===== config.mk =====
export PLATFORM = sky130hd
export DESIGN_NAME = window_gen_3x3
export DESIGN_NICKNAME = d
export VERILOG_FILES = /design/src/rtl/window_gen_3x3.sv
export SDC_FILE = /design/constraint.sdc
export NUM_CORES = 1
export LEC_CHECK = 0
export BUFFER_PORTS_ARGS = -buffer_cell sky130_fd_sc_hd__buf_4
export CAP_MARGIN = 5
export CORE_MARGIN = 1.5
export CORE_UTILIZATION = 35
export CTS_BUF_LIST = sky130_fd_sc_hd__clkbuf_8 sky130_fd_sc_hd__clkbuf_16
export DETAILED_ROUTE_END_ITERATION = 8
export GPL_TIMING_DRIVEN = 0
export SYNTH_ARGS = -nofsm -noshare
export SYNTH_HDL_FRONTEND = slang
export SYNTH_SLANG_ARGS = --single-unit

===== constraint.sdc =====
create_clock -name clk -period 2.05 [get_ports clk]
set_input_delay 0.205 -clock clk [delete_from_list [all_inputs] [get_ports clk]]
set_output_delay 0.205 -clock clk [all_outputs]
set_load 0.02 [all_outputs]

===== src/rtl/window_gen_3x3.sv =====
// 3x3 sliding-window generator for a raster pixel stream.
// Two line buffers plus a 3x3 register window feed a convolution stage.
module window_gen_3x3 #(
    parameter int IMG_W = 16,
    parameter int IMG_H = 16
) (
    input  logic        clk,
    input  logic        reset,
    input  logic        pix_valid,
    input  logic [3:0]  pix_in,
    output logic        pix_ready,
    output logic [35:0] window_out,
    output logic        wr_sig,
    output logic        frame_done
);
    localparam int CW = $clog2(IMG_W);
    localparam int RW = $clog2(IMG_H);

    typedef enum logic [1:0] {
        IDLE,
        ACTIVE,
        DONE
    } state_t;

    state_t        state;
    state_t        state_nxt;
    logic [CW-1:0] col;
    logic [RW-1:0] row;
    logic [3:0]    line_top [IMG_W];
    logic [3:0]    line_mid [IMG_W];
    logic [3:0]    win      [9];
    logic [3:0]    win_nxt  [9];
    logic [35:0]   win_packed;
    logic          accept;
    logic          last_pix;
    logic          emit;

    assign accept   = pix_valid && pix_ready;
    assign last_pix = (row == RW'(IMG_H - 1)) && (col == CW'(IMG_W - 1));
    assign emit     = accept && (row >= RW'(2)) && (col >= CW'(2));

    // Frame-level control: ready gating, end-of-frame pulse, next state.
    always_comb begin
        state_nxt  = state;
        pix_ready  = 1'b0;
        frame_done = 1'b0;
        unique case (state)
            IDLE: begin
                pix_ready = reset;
                if (accept) state_nxt = ACTIVE;
            end
            ACTIVE: begin
                pix_ready = reset;
                if (accept && last_pix) state_nxt = DONE;
            end
            DONE: begin
                frame_done = 1'b1;
                state_nxt  = IDLE;
            end
            default: state_nxt = IDLE;
        endcase
    end

    // State register.
    always_ff @(posedge clk) begin
        if (!reset) state <= IDLE;
        else        state <= state_nxt;
    end

    // Raster position of the next pixel to be accepted.
    always_ff @(posedge clk) begin
        if (!reset || state == DONE) begin
            col <= '0;
            row <= '0;
        end else if (accept) begin
            if (col == CW'(IMG_W - 1)) begin
                col <= '0;
                if (row == RW'(IMG_H - 1)) row <= '0;
                else                       row <= row + RW'(1);
            end else begin
                col <= col + CW'(1);
            end
        end
    end

    // Next window: shift one column left, new right column from buffers.
    always_comb begin
        for (int r = 0; r < 3; r++) begin
            win_nxt[3*r]   = win[3*r+1];
            win_nxt[3*r+1] = win[3*r+2];
        end
        win_nxt[2] = line_top[col];
        win_nxt[5] = line_mid[col];
        win_nxt[8] = pix_in;
        win_packed = '0;
        for (int k = 0; k < 9; k++) win_packed[4*k +: 4] = win_nxt[k];
    end

    // Line buffers and window shift; stale contents are never emitted.
    always_ff @(posedge clk) begin
        if (accept) begin
            line_top[col] <= line_mid[col];
            line_mid[col] <= pix_in;
            win           <= win_nxt;
        end
    end

    // Registered window output, held between strobes.
    always_ff @(posedge clk) begin
        if (!reset) begin
            wr_sig     <= 1'b0;
            window_out <= '0;
        end else begin
            wr_sig <= emit;
            if (emit) window_out <= win_packed;
        end
    end

endmodule


==> results of run 1 <==
==> power by group <==
part / total (mW) / internal [mW] / switching [mW]
registers: 4.50 / 4.49 / 0.0177
logic: 0.351 / 0.148 / 0.203
clock network: 3.88 / 2.38 / 1.50
total: 8.74 / 7.02 / 1.72
==> path summary, 6_finish.rpt <==
kind | slack, ns | to | cells past startpoint
worst min-delay path | 0.09 | line_mid[5][3]$_DFFE_PP_ | 1
worst min register to register | 0.45 | win[29]$_DFFE_PP_ | 0
worst max register to register | 0.03 | window_out[11]$_SDFFE_PN0P_ | 6
worst max-delay path | 0.03 | window_out[11]$_SDFFE_PN0P_ | 6
==> cell usage after synthesis, drive strengths merged <==
library cell	count
nand2	58
or3	1
nand3	3
clkbuf	6
and4b	1
nor2	6
nor3	2
inv	5
edfxtp	152
a21boi	28
nand2b	1
a21o	8
nand4	1
o21ai	2
mux4	32
and3	14
a21oi	4
nor3b	1
or4	2
nand3b	1
and2	12
xnor2	1
and3b	2
dfxtp	51
xor2	3
buf	19
mux2i	24
a211oi	1
nor2b	3
ha	6
==> critical path, cell delays in order, from the launching register on <==
cell and delay [ns]:
dfxtp_1 0.32, buf_6 0.15, buf_12 0.15, mux4_1 0.58
mux2i_1 0.33, mux2i_1 0.19, a21o_1 0.18
==> routing by layer <==
metal	vias to the layer above	wire, um	track usage (%)
met4	0	270	2.77
met3	24	677	2.10
met1	2065	7240	18.2
li1	1888	-	-
met2	85	7610	22.5
met5	-	0	0
==> timing repair <==
item,4_1_cts,5_1_grt
resized for setup,27,19
gates cloned,1,3
endpoints found under the hold margin,1,0
buffers inserted,1,3
hold buffers,1,0
setup endpoints to repair,164,151
==> cell families after synthesis <==
kind of cell / synth area share, %
flip-flops: 71.8
adder cells (fa/ha/maj): 0.964
AND/OR/NAND/NOR: 6.93
multiplexers: 13.6
buffers and inverters: 2.40
XOR/XNOR: 0.450
AO/OA/AOI/OAI: 3.95
==> registers in the layout, summed over array words and instances (netlist names), named ones only <==
register and count:
win 24, line_mid 64, col 4, line_top 64
window_out 36, state 2, row 4, wr_sig 1
==> per-stage QoR <==
stage | area, um2 | utilization (%)
floorplan | 7780 | -
global placement | 8470 | 38.8
detailed placement | 8500 | 38.9
CTS | 9380 | 43.0
global route | 9510 | 43.6
finish | 9510 | 43.6
==> layout make-up <==
| class | instances | area share (%) |
|---|---|---|
| plain buffers | 24 | 1.91 |
| clock buffers | 26 | 6.49 |
| clock inverters | 11 | 1.11 |
| inverters | 5 | 0.197 |
| multi-input cells | 221 | 23.2 |
| flip-flops and latches | 203 | 58.8 |
| well taps | 280 | 3.69 |
| repair buffers | 52 | 4.61 |
==> metrics.csv, run 1 <==
stage;metric;value;unit
outcome;status;finished, final reports clean;
drt;vias;4062;
global_route;initial antenna violation count;1;
timing;fin crit share;98.6;%
floorplanning;# IOs;46;
clock_network;H-tree depth;1;
finish;ant diodes;0;
timing;Worst Skew;0.00707;ns
synth;distinct cell type count of the synthesized netlist;38;
synth;Avg Cell Area, Syn;17.3;um2
floorplanning;DIE HEIGHT;152;um
placed_design;Routability Congestion;0.752;
timing;Slew HR;60.7;%
worst_setup_path;arrival time worst endpoint;2.40;ns
finish;Multi-input gate area;2210;um2
timing;fmax;495;MHz
synth;syn nets;463;
drt;via density per instance;4.94;
clock_network;clk sinks;203;
finish;most common cell after layout, fill and taps aside;edfxtp_1;
synth;top-area cell type share of the netlist area;58.6;%
drt;first drt pass iteration count;4;
job;maxcap violations;0;
power_and_ir_drop;Max rail drop VDD;0.665;mV
drt;Final ANT Viol Nets;0;
synth;warnings from Yosys;0;
clock_network;clock root cell;clkbuf_16;
power_and_ir_drop;total chip power;8.74;mW
placed_design;DP HPWL;10100;um
finish;register area;5590;um2
timing;setup tns final;0;ns
drt;Routed Wire Length;15800;um
floorplanning;Std-Cell Core Area;21800;um2
clock_network;worst-skew pair later-pin latency;0.48;ns
worst_setup_path;maximum fanout along the worst path;10;
placed_design;# placed instances;777;
finish;share of cells above drive strength 1;27.5;%
power_and_ir_drop;Power Dens Cells;919;nW/um2
clock_network;clk buf depth;3;
drt;# DRC;0;
floorplanning;# rows;54;
timing;Max Slew Vio Count;0;
finish;most frequent cells in the layout;edfxtp_1, nand2_1, buf_4;
hold_path;Worst Hold Launch;pix_in[3];
synth;Syn Inst Count;450;
floorplanning;die area;23100;um2
global_route;vias in the first global route;4218;
timing;post-route minimum period;2.02;ns
floorplanning;initial core utilization;35.7;%
global_route;first-pass GRT wire length;24400;um
power_and_ir_drop;static leakage;3.32;nW
synth;ranking of synthesized cells by area;edfxtp_1, dfxtp_1, mux4_1;
drt;iteration-0 DRC count of the detailed router;280;
clock_network;number of buffers created by CTS;21;
finish;filler cell count in the final layout;1923;
floorplanning;Die Width;152;um
worst_setup_path;Worst setup SP type;flip-flop;
timing;hold_ws;0.0936;ns
placed_design;I/O Buffers;45;
placed_design;worst slack at placement;-0.924;ns
hold_path;Worst Hold Class;primary input to flip-flop;
global_route;GRT overflow;0;
timing;# setup viols final;0;
synth;cell type with the highest aggregate area in the netlist;edfxtp_1;
clock_network;TritonCTS clock tree;done;
timing;fin worst setup slack;0.0290;ns
drt;wire length per cell;19.2;um
timing;Final Hold Vio Count;0;
global_route;Total GRT Usage;13.3;%
global_route;largest net degree at the start of global routing;32;
worst_setup_path;Crit. End Element;flip-flop;
synth;synthesized cell area;7780;um2
clock_network;CTS clk-pin slew, worst paths;0.06;ns
synth;#FFs+latches synth;203;
worst_setup_path;WP data required;2.43;ns
worst_setup_path;WS Path Type;flip-flop to flip-flop;
synth;Seq/Total Area, Yosys;71.8;%
timing;Worst Tran Pin Value;0.589;ns
finish;nets;541;
finish;Cell Count, Final, Fillers Out;822;
finish;area delta synth->final;22.1;%
(Power assumes the default switching activity.)
==> inputs of run 2 (changes only) <==
--- a/config.mk
+++ b/config.mk
@@ -5,6 +5,7 @@
 export SDC_FILE = /design/constraint.sdc
 export NUM_CORES = 1
 export LEC_CHECK = 0
+export ABC_AREA = 1
 export BUFFER_PORTS_ARGS = -buffer_cell sky130_fd_sc_hd__buf_4
 export CAP_MARGIN = 5
 export CORE_MARGIN = 1.5
==> constraint.sdc (replaced) <==
create_clock -name clk -period 2 [get_ports clk]
set_input_delay 0.2 -clock clk [delete_from_list [all_inputs] [get_ports clk]]
set_output_delay 0.2 -clock clk [all_outputs]
set_load 0.02 [all_outputs]
==> run 2 against run 1 <==
  * The run now ends with setup timing left
  * Critical path depth fell by 1
  * Core utilization down 1.3 points
  * Hold slack worse by 0.063 ns
  * Non-clock buffer count is 5 higher
  * Sequential power is 3% higher
  * Die area increased by 7.0%
  * Global-route usage is 2.2 points higher
  * Largest power group unchanged
==> metrics.csv, run 2 <==
stage;metric;value;unit;change
finish;area delta synth->final;18.7;%;
timing;fin worst setup slack;-0.0000315;ns;-0.0291 ns
global_route;GRT overflow;0;;unchanged
power_and_ir_drop;static leakage;3.94;nW;+19%
timing;Slew HR;46.4;%;-14 points
worst_setup_path;Worst setup SP type;flip-flop;;
worst_setup_path;maximum fanout along the worst path;30;;+20
worst_setup_path;Worst R2R Path Depth;5;;-1
drt;first drt pass iteration count;5;;+1
power_and_ir_drop;Max rail drop VDD;0.515;mV;-22%
synth;Seq/Total Area, Yosys;67.0;%;-4.8 points
finish;ant diodes;0;;unchanged
clock_network;worst-skew pair later-pin latency;0.50;ns;+0.02 ns
placed_design;DP HPWL;12600;um;+25%
global_route;Total GRT Usage;15.5;%;+2.2 points
clock_network;postcts setup bufs;0;;-1
outcome;status;complete, but fails checks;;
drt;wire length per cell;15.8;um;-18%
worst_setup_path;arrival time worst endpoint;2.14;ns;-0.26 ns
worst_setup_path;sum of buffers and inverters on the critical path;2;;unchanged
worst_setup_path;Top delay family on crit path;simple AND/OR/NAND/NOR gates;;
synth;synthesized cell area;8340;um2;+7.1%
timing;Worst Skew;0.0123;ns;+0.00526 ns
worst_setup_path;CP max stage cell;nor2_2;;
synth;syn nets;801;;+73%
power_and_ir_drop;total chip power;9.18;mW;+5.1%
timing;Worst Tran Pin Value;0.801;ns;+0.212 ns
hold_path;hold depth;3;;+2
timing;setup tns final;-0.0000491;ns;-0.0000491 ns
synth;Syn Inst Count;788;;+75%
synth;distinct cell type count of the synthesized netlist;30;;-21%
clock_network;clk buf depth;3;;unchanged
finish;most common cell after layout, fill and taps aside;nand2_1;;
timing;fin crit share;100;%;+1.4 points
finish;post-route cell area;9900;um2;+4.1%
outcome;failing checks;setup timing;;
synth;top-area cell type share of the netlist area;54.8;%;-3.9 points
timing;post-route minimum period;2.00;ns;-0.0209 ns
synth;Post-synth EDFFs;152;;unchanged
floorplanning;DIE HEIGHT;157;um;+3.4%
finish;nets;870;;+61%
global_route;vias in the first global route;5281;;+25%
placed_design;I/O Buffers;45;;unchanged
floorplanning;die area;24800;um2;+7.0%
synth;ranking of synthesized cells by area;edfxtp_1, dfxtp_1, nand2_1;;
clock_network;CTS clk-pin slew, worst paths;0.06;ns;about the same
floorplanning;Std-Cell Core Area;23400;um2;+7.2%
worst_setup_path;WP data required;2.14;ns;-0.29 ns
worst_setup_path;largest stage delay on the critical path;0.47;ns;-0.11 ns
floorplanning;# rows;56;;+3.7%
drt;vias;5551;;+37%
synth;synth cell count leaders;nand2_1, edfxtp_1, nand3_1, inv_1, dfxtp_1;;
hold_path;Worst Hold Class;primary input to flip-flop;;
synth;cell type with the highest aggregate area in the netlist;edfxtp_1;;
floorplanning;Die Width;157;um;+3.4%
clock_network;number of buffers created by CTS;22;;+4.8%
placed_design;Routability Congestion;0.842;;+12%
drt;Final ANT Viol Nets;0;;unchanged
worst_setup_path;r2r setup slk;-0.00003;ns;-0.03 ns
global_route;initial antenna violation count;0;;-1
worst_setup_path;WS Path Type;flip-flop to flip-flop;;
clock_network;clock root cell;clkbuf_16;;
global_route;first-pass GRT wire length;29000;um;+19%
synth;Avg Cell Area, Syn;10.6;um2;-39%
drt;iteration-0 DRC count of the detailed router;429;;+53%
floorplanning;initial core utilization;35.6;%;-0.043 points
finish;most frequent cells in the layout;nand2_1, edfxtp_1, inv_1;;
timing;fmax;500;MHz;+1.0%
synth;Synth async-reset ratio;0;%;unchanged
timing;RSZ-0062 raised after global routing;yes;;
clock_network;clk sinks;203;;unchanged
clock_network;TritonCTS clock tree;done;;
synth;top_reg_cell synth;edfxtp_1;;
placed_design;worst slack at placement;-0.284;ns;+0.640 ns
drt;via density per instance;4.66;;-5.8%
job;maxcap violations;0;;unchanged
timing;Max Slew Vio Count;0;;unchanged
finish;share of cells above drive strength 1;20.7;%;-6.8 points
timing;Final Hold Vio Count;0;;unchanged
floorplanning;# IOs;46;;unchanged
drt;Routed Wire Length;18800;um;+19%
worst_setup_path;Crit. End Element;flip-flop;;
synth;#FFs+latches synth;203;;unchanged
finish;Multi-input gate area;2230;um2;+1.1%
global_route;largest net degree at the start of global routing;31;;-3.1%
finish;filler cell count in the final layout;2243;;+17%
synth;warnings from Yosys;0;;unchanged
placed_design;placed cell area;9070;um2;+6.8%
worst_setup_path;CP Cell Sequence;inv_2 > nand3_4 > inv_4 > nand2_1 > nor2_2;;
worst_setup_path;critical path depth;5;;-1
timing;# setup viols final;2;;+2
finish;top flop regs;line_mid x64, line_top x64, window_out x36;;
finish;register area;5590;um2;about the same
power_and_ir_drop;Power Dens Cells;928;nW/um2;+0.95%
drt;# DRC;0;;unchanged
synth;most common cell in the netlist;nand2_1;;
clock_network;H-tree depth;1;;unchanged
## run 2: tightest hold or removal path, cell delays in order
cell	delay, ns
buf_4	0.10
o211ai_1	0.09
nor2_2	0.10
## run 2: area by class of cell
class                   count  area share (%)
repair buffers             45            3.41
well taps                 319            4.03
inverters                  92            3.54
clock buffers              27            6.37
flip-flops and latches    203            56.4
clock inverters            13            1.19
multi-input cells         457            22.6
plain buffers              36            2.44
## run 2: final timing paths
path                         start                  endpoint
max          state[1]$_SDFFE_PN0P_  line_mid[1][2]$_DFFE_PP_
min                      pix_valid     state[0]$_SDFFE_PN0P_
max reg2reg  state[1]$_SDFFE_PN0P_  line_mid[1][2]$_DFFE_PP_
min reg2reg       win[3]$_DFFE_PP_          win[7]$_DFFE_PP_
## run 2: power breakdown
part,switching (mW),total (mW),internal (mW)
sequential,0.0175,4.63,4.61
clock,1.58,4.07,2.49
combinational,0.360,0.482,0.121
total,1.96,9.18,7.22
## run 2: timing repair
action | 4_1_cts | 5_1_grt
hold buffers | 0 | 0
hold endpoints to repair | 0 | 0
setup endpoints to repair | 164 | 163
gates resized for setup | 17 | 9
## run 2: per-layer routing
| layer | share of wire [%] | vias up | track usage (%) |
|---|---|---|---|
| li1 | - | 2718 | - |
| met1 | 45 | 2636 | 21.0 |
| met2 | 46 | 156 | 25.2 |
| met3 | 5.6 | 41 | 2.70 |
| met4 | 2.5 | 0 | 5.12 |
| met5 | 0 | - | 0 |
## run 2: through the flow
step	util [%]	std cells	hold slack, ns
after floorplan	-	788	0.299
after global placement	38.8	1152	0.431
after detailed placement	38.8	1152	0.436
after CTS	42.2	1192	0.0209
after global routing	42.3	1192	0.0449
final	42.3	1192	0.0309
## run 2: cells by family after synthesis
logic type / after synthesis / share of synthesized area [%]
simple gates: 403 / 20.9
flops: 203 / 67.0
buf+inv: 128 / 7.04
compound gates: 47 / 4.02
fa+ha+maj: 6 / 0.900
xor+xnor: 1 / 0.105
